[config.mk]
export PLATFORM = sky130hd
export DESIGN_NAME = des_byte_host
export DESIGN_NICKNAME = d
export VERILOG_FILES = /design/src/rtl/des_byte_host.sv
export SDC_FILE = /design/constraint.sdc
export NUM_CORES = 1
export LEC_CHECK = 0
export CAP_MARGIN = 25
export CORE_ASPECT_RATIO = 0.8
export CORE_MARGIN = 8
export CORE_UTILIZATION = 50
export DETAILED_ROUTE_END_ITERATION = 10
export GPL_TIMING_DRIVEN = 0
export PLACE_DENSITY = 0.78
export SYNTH_ARGS = -nofsm -noshare
export SYNTH_HDL_FRONTEND = slang
export SYNTH_SLANG_ARGS = --single-unit
[constraint.sdc]
create_clock -name clk -period 2.45 [get_ports clk]
set_input_delay 0.735 -clock clk [delete_from_list [all_inputs] [get_ports clk]]
set_output_delay 0.735 -clock clk [all_outputs]
set_load 0.05 [all_outputs]
[src/rtl/des_byte_host.sv]
// des_byte_host: packs a byte stream into 64-bit blocks for a DES core,
// issues a one-cycle start strobe, waits (with timeout) for the completion
// pulse, captures the result and streams it back out MSB byte first.
//
// Ports:
//   clk, rst          rising-edge clock, synchronous active-high reset
//   in_data/in_valid/in_ready     byte input stream (valid/ready)
//   ed_mode           encrypt/decrypt select, sampled with the first byte
//   out_data/out_valid/out_ready  byte output stream (valid/ready)
//   des_data_in/des_ready/des_ed_sel  block, start strobe and mode to core
//   des_data_out/des_next_data        core result and completion pulse
//   err/clr_err       sticky timeout flag and its clear
//   blocks_done       wrapping count of fully drained blocks
module des_byte_host #(
  parameter int unsigned TIMEOUT_CYCLES = 64
) (
  input  logic        clk,
  input  logic        rst,
  input  logic [7:0]  in_data,
  input  logic        in_valid,
  output logic        in_ready,
  input  logic        ed_mode,
  output logic [7:0]  out_data,
  output logic        out_valid,
  input  logic        out_ready,
  output logic [63:0] des_data_in,
  output logic        des_ready,
  output logic        des_ed_sel,
  input  logic [63:0] des_data_out,
  input  logic        des_next_data,
  output logic        err,
  input  logic        clr_err,
  output logic [15:0] blocks_done
);

  localparam int unsigned BlkW  = 64;
  localparam int unsigned ByteW = 8;
  localparam int unsigned IdxW  = 3;
  localparam int unsigned CntW  = 16;

  typedef enum logic [1:0] {
    S_FILL,
    S_START,
    S_WAIT,
    S_DRAIN
  } state_e;

  state_e            state_q, state_d;
  logic [IdxW-1:0]   idx_q, idx_d;
  logic [BlkW-1:0]   blk_q, blk_d;
  logic [BlkW-1:0]   res_q, res_d;
  logic              ed_q, ed_d;
  logic [CntW-1:0]   cnt_q, cnt_d;
  logic [CntW-1:0]   blocks_done_q, blocks_done_d;
  logic              err_q, err_d;
  logic              in_ready_q, in_ready_d;
  logic              des_ready_q, des_ready_d;
  logic              out_valid_q, out_valid_d;
  logic              timeout;
  logic [CntW:0]     cnt_inc;

  // One extra bit so TIMEOUT_CYCLES up to 65535 compares without wrap.
  assign cnt_inc = {1'b0, cnt_q} + (CntW+1)'(1);

  // Next-state and datapath
  always_comb begin
    state_d       = state_q;
    idx_d         = idx_q;
    blk_d         = blk_q;
    res_d         = res_q;
    ed_d          = ed_q;
    cnt_d         = cnt_q;
    blocks_done_d = blocks_done_q;
    timeout       = 1'b0;

    case (state_q)
      S_FILL: begin
        // in_ready_q is only ever high in FILL, and stays low for the first
        // cycle after reset.
        if (in_valid && in_ready_q) begin
          blk_d = {blk_q[BlkW-ByteW-1:0], in_data};
          if (idx_q == '0) begin
            ed_d = ed_mode;
          end
          idx_d = idx_q + IdxW'(1);
          if (idx_q == IdxW'(7)) begin
            state_d = S_START;
          end
        end
      end
      S_START: begin
        cnt_d   = '0;
        state_d = S_WAIT;
      end
      S_WAIT: begin
        cnt_d = cnt_q + CntW'(1);
        // Completion beats a simultaneous timeout.
        if (des_next_data) begin
          res_d   = des_data_out;
          state_d = S_DRAIN;
        end else if (cnt_inc == (CntW+1)'(TIMEOUT_CYCLES)) begin
          timeout = 1'b1;
          idx_d   = '0;
          state_d = S_FILL;
        end
      end
      S_DRAIN: begin
        if (out_valid_q && out_ready) begin
          res_d = {res_q[BlkW-ByteW-1:0], ByteW'(0)};
          idx_d = idx_q + IdxW'(1);
          if (idx_q == IdxW'(7)) begin
            blocks_done_d = blocks_done_q + CntW'(1);
            idx_d         = '0;
            state_d       = S_FILL;
          end
        end
      end
      default: begin
        state_d = S_FILL;
      end
    endcase

    // Set beats clear.
    if (timeout) begin
      err_d = 1'b1;
    end else if (clr_err) begin
      err_d = 1'b0;
    end else begin
      err_d = err_q;
    end

    in_ready_d  = (state_d == S_FILL);
    des_ready_d = (state_d == S_START);
    out_valid_d = (state_d == S_DRAIN);
  end

  // State and output registers
  always_ff @(posedge clk) begin
    if (rst) begin
      state_q       <= S_FILL;
      idx_q         <= '0;
      blk_q         <= '0;
      res_q         <= '0;
      ed_q          <= 1'b0;
      cnt_q         <= '0;
      blocks_done_q <= '0;
      err_q         <= 1'b0;
      in_ready_q    <= 1'b0;
      des_ready_q   <= 1'b0;
      out_valid_q   <= 1'b0;
    end else begin
      state_q       <= state_d;
      idx_q         <= idx_d;
      blk_q         <= blk_d;
      res_q         <= res_d;
      ed_q          <= ed_d;
      cnt_q         <= cnt_d;
      blocks_done_q <= blocks_done_d;
      err_q         <= err_d;
      in_ready_q    <= in_ready_d;
      des_ready_q   <= des_ready_d;
      out_valid_q   <= out_valid_d;
    end
  end

  assign in_ready    = in_ready_q;
  assign out_data    = res_q[BlkW-1 -: ByteW];
  assign out_valid   = out_valid_q;
  assign des_data_in = blk_q;
  assign des_ready   = des_ready_q;
  assign des_ed_sel  = ed_q;
  assign err         = err_q;
  assign blocks_done = blocks_done_q;

endmodule
# Word level (Yosys, flattened, before mapping)
# Cells that the tools add are included.
# classes
addsub	4
n_eq_ne	12
mux	22
reduce_logical	14
# op_table
operator	n
$mux W64	2
$pmux W64 S2	1
$add A16 B1 Y16 const B	2
$pmux W16 S2	1
$add A16 B1 Y17 const B	1
$eq A17 B7 Y1 const B	1
$mux W3	5
$mux W2	6
$ne A2 B2 Y1 const B	5
$pmux W3 S3	1
$reduce_and A3 Y1	3
$pmux W2 S4	1
$eq A2 B2 Y1 const B	3
$reduce_bool A2 Y1	3
$mux W1	5
$reduce_and A5 Y1	1
$eq A2 B1 Y1 const B	2
$logic_not A2 Y1	2
$add A3 B1 Y3 const B	1
$eq A3 B3 Y1 const B	1
$logic_not A3 Y1	1
$reduce_bool A3 Y1	1
$logic_and A1 B1 Y1	2
$reduce_and A2 Y1	1
# word_totals
register_bits	170
inputBits	79
out_inout_bits	93
wordCells	63

# Logic depth before layout (Yosys ltp)
# Gate-level depths: netlist (run 1).
# depth
word_depth	6
depth_mapped	10
mapped_depth_nobuf	9

# Worst setup path after synthesis (run 1)
# Ideal clock, no wire load.
# synth_timing
path_type	flip-flop to flip-flop
start	reg cnt_q[0]
end	reg in_ready_q (netlist: in_ready)
arrival_time_ns	2.057
path_slack_ns	0.320
stages_incl_launch_ff	9
n_path_buf	0
synth_period_minus_slack_ns	2.130
cell_sequence	dfxtp_1 > ha_1 > nand3_1 > nor4_1 > and3_1 > o221ai_1 > or2_4 > a31oi_4 > nor3b_2
# synth_via
elab_chain_len	6
# synth_rtl
item	line_no	source
from (decl)	53	logic [CntW-1:0] cnt_q, cnt_d;
from (signal assigned)	157	cnt_q <= cnt_d;
$add A16 B1 Y17	63	assign cnt_inc = {1'b0, cnt_q} + (CntW+1)'(1);
$eq A17 B7 Y1	101	end else if (cnt_inc == (CntW+1)'(TIMEOUT_CYCLES)) begin
$mux W2	101	
$mux W2	98	if (des_next_data) begin
$pmux W2 S4	76	case (state_q)
$logic_not A2 Y1	132	in_ready_d = (state_d == S_FILL);
to (signal assigned)	160	in_ready_q <= in_ready_d;
to (decl)	56	logic in_ready_q, in_ready_d;
# Every way passes these cells.
# A chain may end at the register's enable or synchronous reset.

# Worst setup path after layout (run 1)
# layout_timing
start	reg blk_q[10] (netlist: des_data_in[10])
end	out des_data_in[10]
# layout_rtl
item	line_no	source
from (decl)	50	logic [BlkW-1:0] blk_q, blk_d;
from (signal assigned)	154	blk_q <= blk_d;
to (decl)	26	output logic [63:0] des_data_in,
# No word-level cell between the ends.

==> metrics, run 1 <==
status complete, no violations; TNS Setup 0 ns; hold path cells 2; Tot Pwr 5.692 mW; vias 6725; CTS Buf Count 17; WP depth 1; Synth Register Bits 170; power per cell area 570.9 mW/mm²; DIE AREA 0.01896 mm²; share of flip-flops with an asynchronous set or reset 0%; required time worst endpoint 1.71 ns; Hold Crit Start des_data_in[63]$_SDFFE_PP0P_; Crit path largest cell delay 0.83 ns; Clock Tree Root clkbuf_16; first-pass GRT wire length 33.58 mm; # clock sinks 170; dpl hpwl 15.49 mm; arrival time of the worst setup path 1.67 ns; cells along the critical path clkdlybuf4s50_1; final hold violations 0; maximum root-to-sink buffer count 2; CTS tree yes; Post-Syn Area 0.007395 mm²; Synth Flop Type dfxtp_1; area grow syn2layout 34.84%; EDFF count, synth 0; commonest non-fill, non-tap cell in the layout nand2_1; final-report setup violation count 0; GRT Residual Overflow 0; Tightest Pin Transition 0.7903 ns; worst reg2reg setup slack 0.16 ns; CP bufs+invs 1; placed cells 1228; most frequent cells in the layout 174 x nand2_1, 167 x dfxtp_1, 152 x clkdlybuf4s50_1; DRC 0; # IOs 172; fin util 69.50%; period utilization 98.00%; per-cell routed wire length 16.87 µm; Initial Utilization 51.54%; unrepaired setup endpoints after global routing no; relative slew slack 47.32%; share of cells above drive strength 1 8.022%; max-cap viol count 0; slowest library cell on the worst path clkdlybuf4s50_1; chip width 152.0 µm; hold crit path type reg2reg; FMAX 416.5 MHz; Core Footprint 0.01435 mm²; net count after synthesis 963; Nets 1150; VDD IR max 458.3 µV; Die Ht 124.8 µm; crit-path leading delay family buffers and inverters; antenna violations before repair 0; minimum clock period 2.401 ns; YS warnings 0; Setup CP Type reg2out; Leakage 3.540 nW; Syn Area/Cell 8.461 µm²; largest net degree at the start of global routing 17; Synth cell types 51; skew final 0.009209 ns; row count 39; Crit. End Element output pin; Via density 5.354; design area 0.009971 mm²; Tot GR Track Use 21.50%; clock latency on the worst-skew pair 0.43 ns; CP max FO 3; clk slew on worst S/H paths 0.06 ns; vias in the first global route 6383; Slew Limit Fails 0; Startpoint Class flip-flop; WL final 21.18 mm; # hold bufs at CTS 0; Port Buffer Count 170; Synth Instances 874; number of H-tree levels 4; TritonRoute pass-1 iters 5; ANT nets after route 0; placed cell areas 0.009326 mm²; register area share after synthesis 46.02%; GPL Wtd Cong 0.8685; DR iter-0 viols 432; Register-to-Register Path Depth 8; Worst Hold Path EP des_data_in[63]$_SDFFE_PP0P_; r2r startpoint cnt_q[0]$_SDFFE_PP0P_; worst reg2reg path endpoint in_ready$_SDFF_PP0_; # diodes 0; Final Instance Count excl. Fillers 1256
## state kept, by name (all words and copies together), names as in the netlist
| name | flops |
|---|---|
| blocks_done | 16 |
| cnt_q | 16 |
| des_data_in | 64 |
| des_ed_sel | 1 |
| des_ready | 1 |
| err | 1 |
| idx_q | 3 |
| in_ready | 1 |
| out_valid | 1 |
| res_q | 64 |
| state_q | 2 |
## power breakdown
group | internal [mW] | total, mW | switching (mW)
Sequential | 2.78 | 2.79 | 0.00976
Combinational | 0.166 | 0.355 | 0.189
Clock | 1.44 | 2.55 | 1.11
## cells in the mapped netlist, drive strengths merged (6+ instances only)
| cell | n | area share (%) |
|---|---|---|
| a21oi | 96 | 6.5 |
| xor2 | 13 | 1.5 |
| dfxtp | 170 | 46 |
| a211oi | 58 | 6.0 |
| clkbuf | 57 | 3.4 |
| buf | 19 | 1.9 |
| nand3 | 13 | 0.88 |
| ha | 10 | 1.7 |
| nor3 | 13 | 0.88 |
| nand2 | 174 | 8.8 |
| xnor2 | 6 | 0.71 |
| and3 | 9 | 0.81 |
| o21ai | 12 | 0.81 |
| inv | 8 | 0.41 |
| nand3b | 8 | 0.81 |
| mux2i | 60 | 8.1 |
| nor2 | 99 | 5.0 |
| nand4 | 10 | 1.0 |
## per-stage QoR
stage / setup slack, ns / hold WS (ns)
2_1_floorplan: 0.3202 / 0.4316
3_3_place_gp: -0.6637 / 0.4423
3_5_place_dp: -0.6976 / 0.4486
4_1_cts: 0.001035 / 0.4552
5_1_grt: 0.01181 / 0.4763
6_report: 0.04907 / 0.4567
## cells by family after synthesis
family | Yosys count | synth area share [%]
buffers and inverters | 84 | 5.719
muxes | 60 | 8.122
DFF | 170 | 46.02
xor gates and xnor gates | 19 | 2.250
and+or+nand+nor | 352 | 20.88
AOI/OAI and AO/OA | 179 | 15.31
adders and majority gates | 10 | 1.692
## final cells by class
class,instances,area (µm²)
buffer,74,405.4
clock buffer,19,452.9
clock inverter,11,98.84
fill,1195,4375
inverter,8,30.03
multi-input combinational,620,3607
sequential,170,3407
tap,184,230.2
timing repair buffer,170,1739
## worst min-delay path: stages, from the launching register on
cell and delay (ns):
dfxtp_1 0.31, nand2_1 0.05, a21oi_1 0.05
## worst max-delay path by stage
stage | startpoint | to | slack, ns
final | des_data_in[10]$_SDFFE_PP0P_ | des_data_in[10] | 0.05
after global routing | cnt_q[0]$_SDFFE_PP0P_ | in_ready$_SDFF_PP0_ | 0.01
after CTS | cnt_q[0]$_SDFFE_PP0P_ | in_ready$_SDFF_PP0_ | 0.001
after detailed placement | des_next_data | res_q[25]$_SDFFE_PP0P_ | -0.70
after global placement | des_next_data | res_q[3]$_SDFFE_PP0P_ | -0.66
after floorplan | cnt_q[0]$_SDFFE_PP0P_ | in_ready$_SDFF_PP0_ | 0.32
## routing by layer
layer	up-vias	part of all wire, %	track usage (%)
met5	-	0	0
met4	0	1.3	5.694
met3	22	6.4	6.901
met2	173	46	33.76
met1	3158	46	27.83
li1	3372	-	-
## what timing repair did
| item | in CTS | in global routing |
|---|---|---|
| pin swaps | 1 | 0 |
| buffers inserted | 0 | 0 |
| gates resized for setup | 17 | 32 |
| endpoints found under the setup margin | 78 | 141 |
No activity file was read; power rests on OpenSTA's default activity.
==> inputs of run 2 (changes only) <==
--- a/config.mk
+++ b/config.mk
@@ -6,12 +6,14 @@
 export NUM_CORES = 1
 export LEC_CHECK = 0
 export CAP_MARGIN = 25
+export CELL_PAD_IN_SITES_DETAIL_PLACEMENT = 1
+export CELL_PAD_IN_SITES_GLOBAL_PLACEMENT = 2
 export CORE_ASPECT_RATIO = 0.8
 export CORE_MARGIN = 8
-export CORE_UTILIZATION = 50
+export CORE_UTILIZATION = 29
 export DETAILED_ROUTE_END_ITERATION = 10
 export GPL_TIMING_DRIVEN = 0
-export PLACE_DENSITY = 0.78
+export PLACE_DENSITY = 0.77
 export SYNTH_ARGS = -nofsm -noshare
 export SYNTH_HDL_FRONTEND = slang
 export SYNTH_SLANG_ARGS = --single-unit
==> run 2 against run 1 <==
  * Final area up 2.4%
  * Power up 2.2%
  * Worst hold slack better by 0.0030 ns
  * Non-clock buffer count up 1
  * Setup slack worse by 0.0018 ns
  * Clock power up 5%
  * Final cell count up 11%
  * Maximum frequency about the same
  * Utilization down 29 points
==> metrics, run 2 (synthesis gave the netlist of run 1 again) <==
DR iter-0 viols 282; Tot GR Track Use 16.08%; Clock Tree Root clkbuf_16; unrepaired setup endpoints after global routing no; Worst Hold Path EP des_data_in[57]$_SDFFE_PP0P_; Initial Utilization 29.37%; fin worst setup slack 0.04723 ns; status complete, no violations; worst reg2reg path endpoint idx_q[0]$_SDFFE_PP0P_; Startpoint Class flip-flop; Tot Pwr 5.819 mW; chip width 194.5 µm; maximum root-to-sink buffer count 2; final hold violations 0; TritonRoute pass-1 iters 4; CP max FO 3; WL final 24.92 mm; minimum clock period 2.403 ns; r2r startpoint cnt_q[1]$_SDFFE_PP0P_; most frequent cells in the layout 174 x nand2_1, 165 x dfxtp_1, 135 x clkdlybuf4s50_1; row count 52; Port Buffer Count 170; max-cap viol count 0; dpl hpwl 18.64 mm; VDD IR max 503.9 µV; # clock sinks 170; Core Footprint 0.02518 mm²; CP bufs+invs 1; DIE AREA 0.03090 mm²; Hold WS 0.4597 ns; Die Ht 158.8 µm; relative slew slack 49.44%; commonest non-fill, non-tap cell in the layout nand2_1; DRC 0; slowest library cell on the worst path clkdlybuf4s50_1; share of cells above drive strength 1 8.651%; area grow syn2layout 38.04%; first-pass GRT wire length 39.63 mm; Nets 1151; GRT Residual Overflow 0; power per cell area 570.1 mW/mm²; ANT nets after route 0; placed cell areas 0.009502 mm²; Crit path largest cell delay 0.87 ns; Register-to-Register Path Depth 9; Leakage 3.728 nW; hold path cells 2; Crit. End Element output pin; TNS Setup 0 ns; Layout fillers 2946; final-report setup violation count 0; # hold bufs at CTS 0; worst reg2reg setup slack 0.17 ns; Via density 4.773; antenna violations before repair 1; skew final 0.01502 ns; cells along the critical path clkdlybuf4s50_1; Tightest Pin Transition 0.7584 ns; GPL Wtd Cong 0.7650; required time worst endpoint 1.71 ns; Setup CP Type reg2out; hold crit path type reg2reg; vias 6677; pre-CTS setup slack -0.8390 ns; # diodes 0; largest net degree at the start of global routing 17; clock latency on the worst-skew pair 0.44 ns; # IOs 172; CTS tree yes; crit-path leading delay family buffers and inverters; CTS Buf Count 17; period utilization 98.07%; arrival time of the worst setup path 1.67 ns; design area 0.01021 mm²; per-cell routed wire length 17.81 µm; FMAX 416.2 MHz; clk slew on worst S/H paths 0.07 ns; Slew Limit Fails 0; Hold Crit Start des_data_in[57]$_SDFFE_PP0P_; number of H-tree levels 4; vias in the first global route 6910
[run 2: cell types whose count changed in the layout (fill, tap and decap cells not counted), moves of 2 or more]
| cell | previous run | this run |
|---|---|---|
| buf_1 | 2 | 5 |
| buf_2 | 8 | 2 |
| clkbuf_1 | 38 | 36 |
| clkbuf_2 | 9 | 12 |
| clkbuf_4 | 2 | 5 |
| clkbuf_8 | 5 | 3 |
| clkdlybuf4s50_1 | 152 | 135 |
| clkinvlp_4 | 3 | 1 |
| dfxtp_1 | 167 | 165 |
| dlygate4sd2_1 | 2 | 14 |
| dlymetal6s2s_1 | 16 | 21 |
| inv_6 | 1 | 4 |
| inv_8 | 0 | 2 |
[run 2: cell type report]
class | count | area (µm²) | area share [%]
multi-input cells | 620 | 3637 | 35.63
flip-flops and latches | 170 | 3412 | 33.43
repair buffers | 171 | 1744 | 17.09
clock buffers | 18 | 429.2 | 4.204
plain buffers | 74 | 412.9 | 4.045
well taps | 324 | 405.4 | 3.972
clock inverters | 14 | 136.4 | 1.336
inverters | 8 | 30.03 | 0.2942
[run 2: per-stage QoR]
stage / utilization (%) / cells
global placement: 37.74 / 1368
detailed placement: 37.74 / 1368
CTS: 40.16 / 1399
finish: 40.54 / 1399
global route: 40.54 / 1399
floorplan: - / 874
[run 2: metal layers]
| metal | part of all wire, % | track usage [%] | routed length (µm) | vias up |
|---|---|---|---|---|
| met2 | 44 | 24.63 | 11010 | 113 |
| met3 | 6.6 | 5.999 | 1647 | 18 |
| met1 | 48 | 21.08 | 12020 | 3176 |
| met4 | 0.93 | 3.986 | 231 | 2 |
| met5 | 0.040 | 0 | 10 | - |
| li1 | - | - | - | 3368 |
[run 2: timing repair]
item / CTS / global route
setup endpoints to repair: 92 / 153
setup buffers: 1 / 0
resized for setup: 35 / 42
pin swaps: 2 / 2
[run 2: worst max path at each step]
stage                     depth (start not counted)                    startpoint                      to
after floorplan                                   8         cnt_q[0]$_SDFFE_PP0P_     in_ready$_SDFF_PP0_
after global placement                            8                 des_next_data  res_q[56]$_SDFFE_PP0P_
after detailed placement                          8                 des_next_data  res_q[35]$_SDFFE_PP0P_
after CTS                                         2        res_q[62]$_SDFFE_PP0P_             out_data[6]
after global routing                              1  des_data_in[63]$_SDFFE_PP0P_         des_data_in[63]
final                                             1   des_data_in[0]$_SDFFE_PP0P_          des_data_in[0]
[run 2: where the power goes]
| group | leakage (nW) | switching [mW] | internal, mW |
|---|---|---|---|
| sequential | 1.37 | 0.0104 | 2.77 |
| clock | 0.279 | 1.25 | 1.43 |
| combinational | 2.08 | 0.198 | 0.166 |
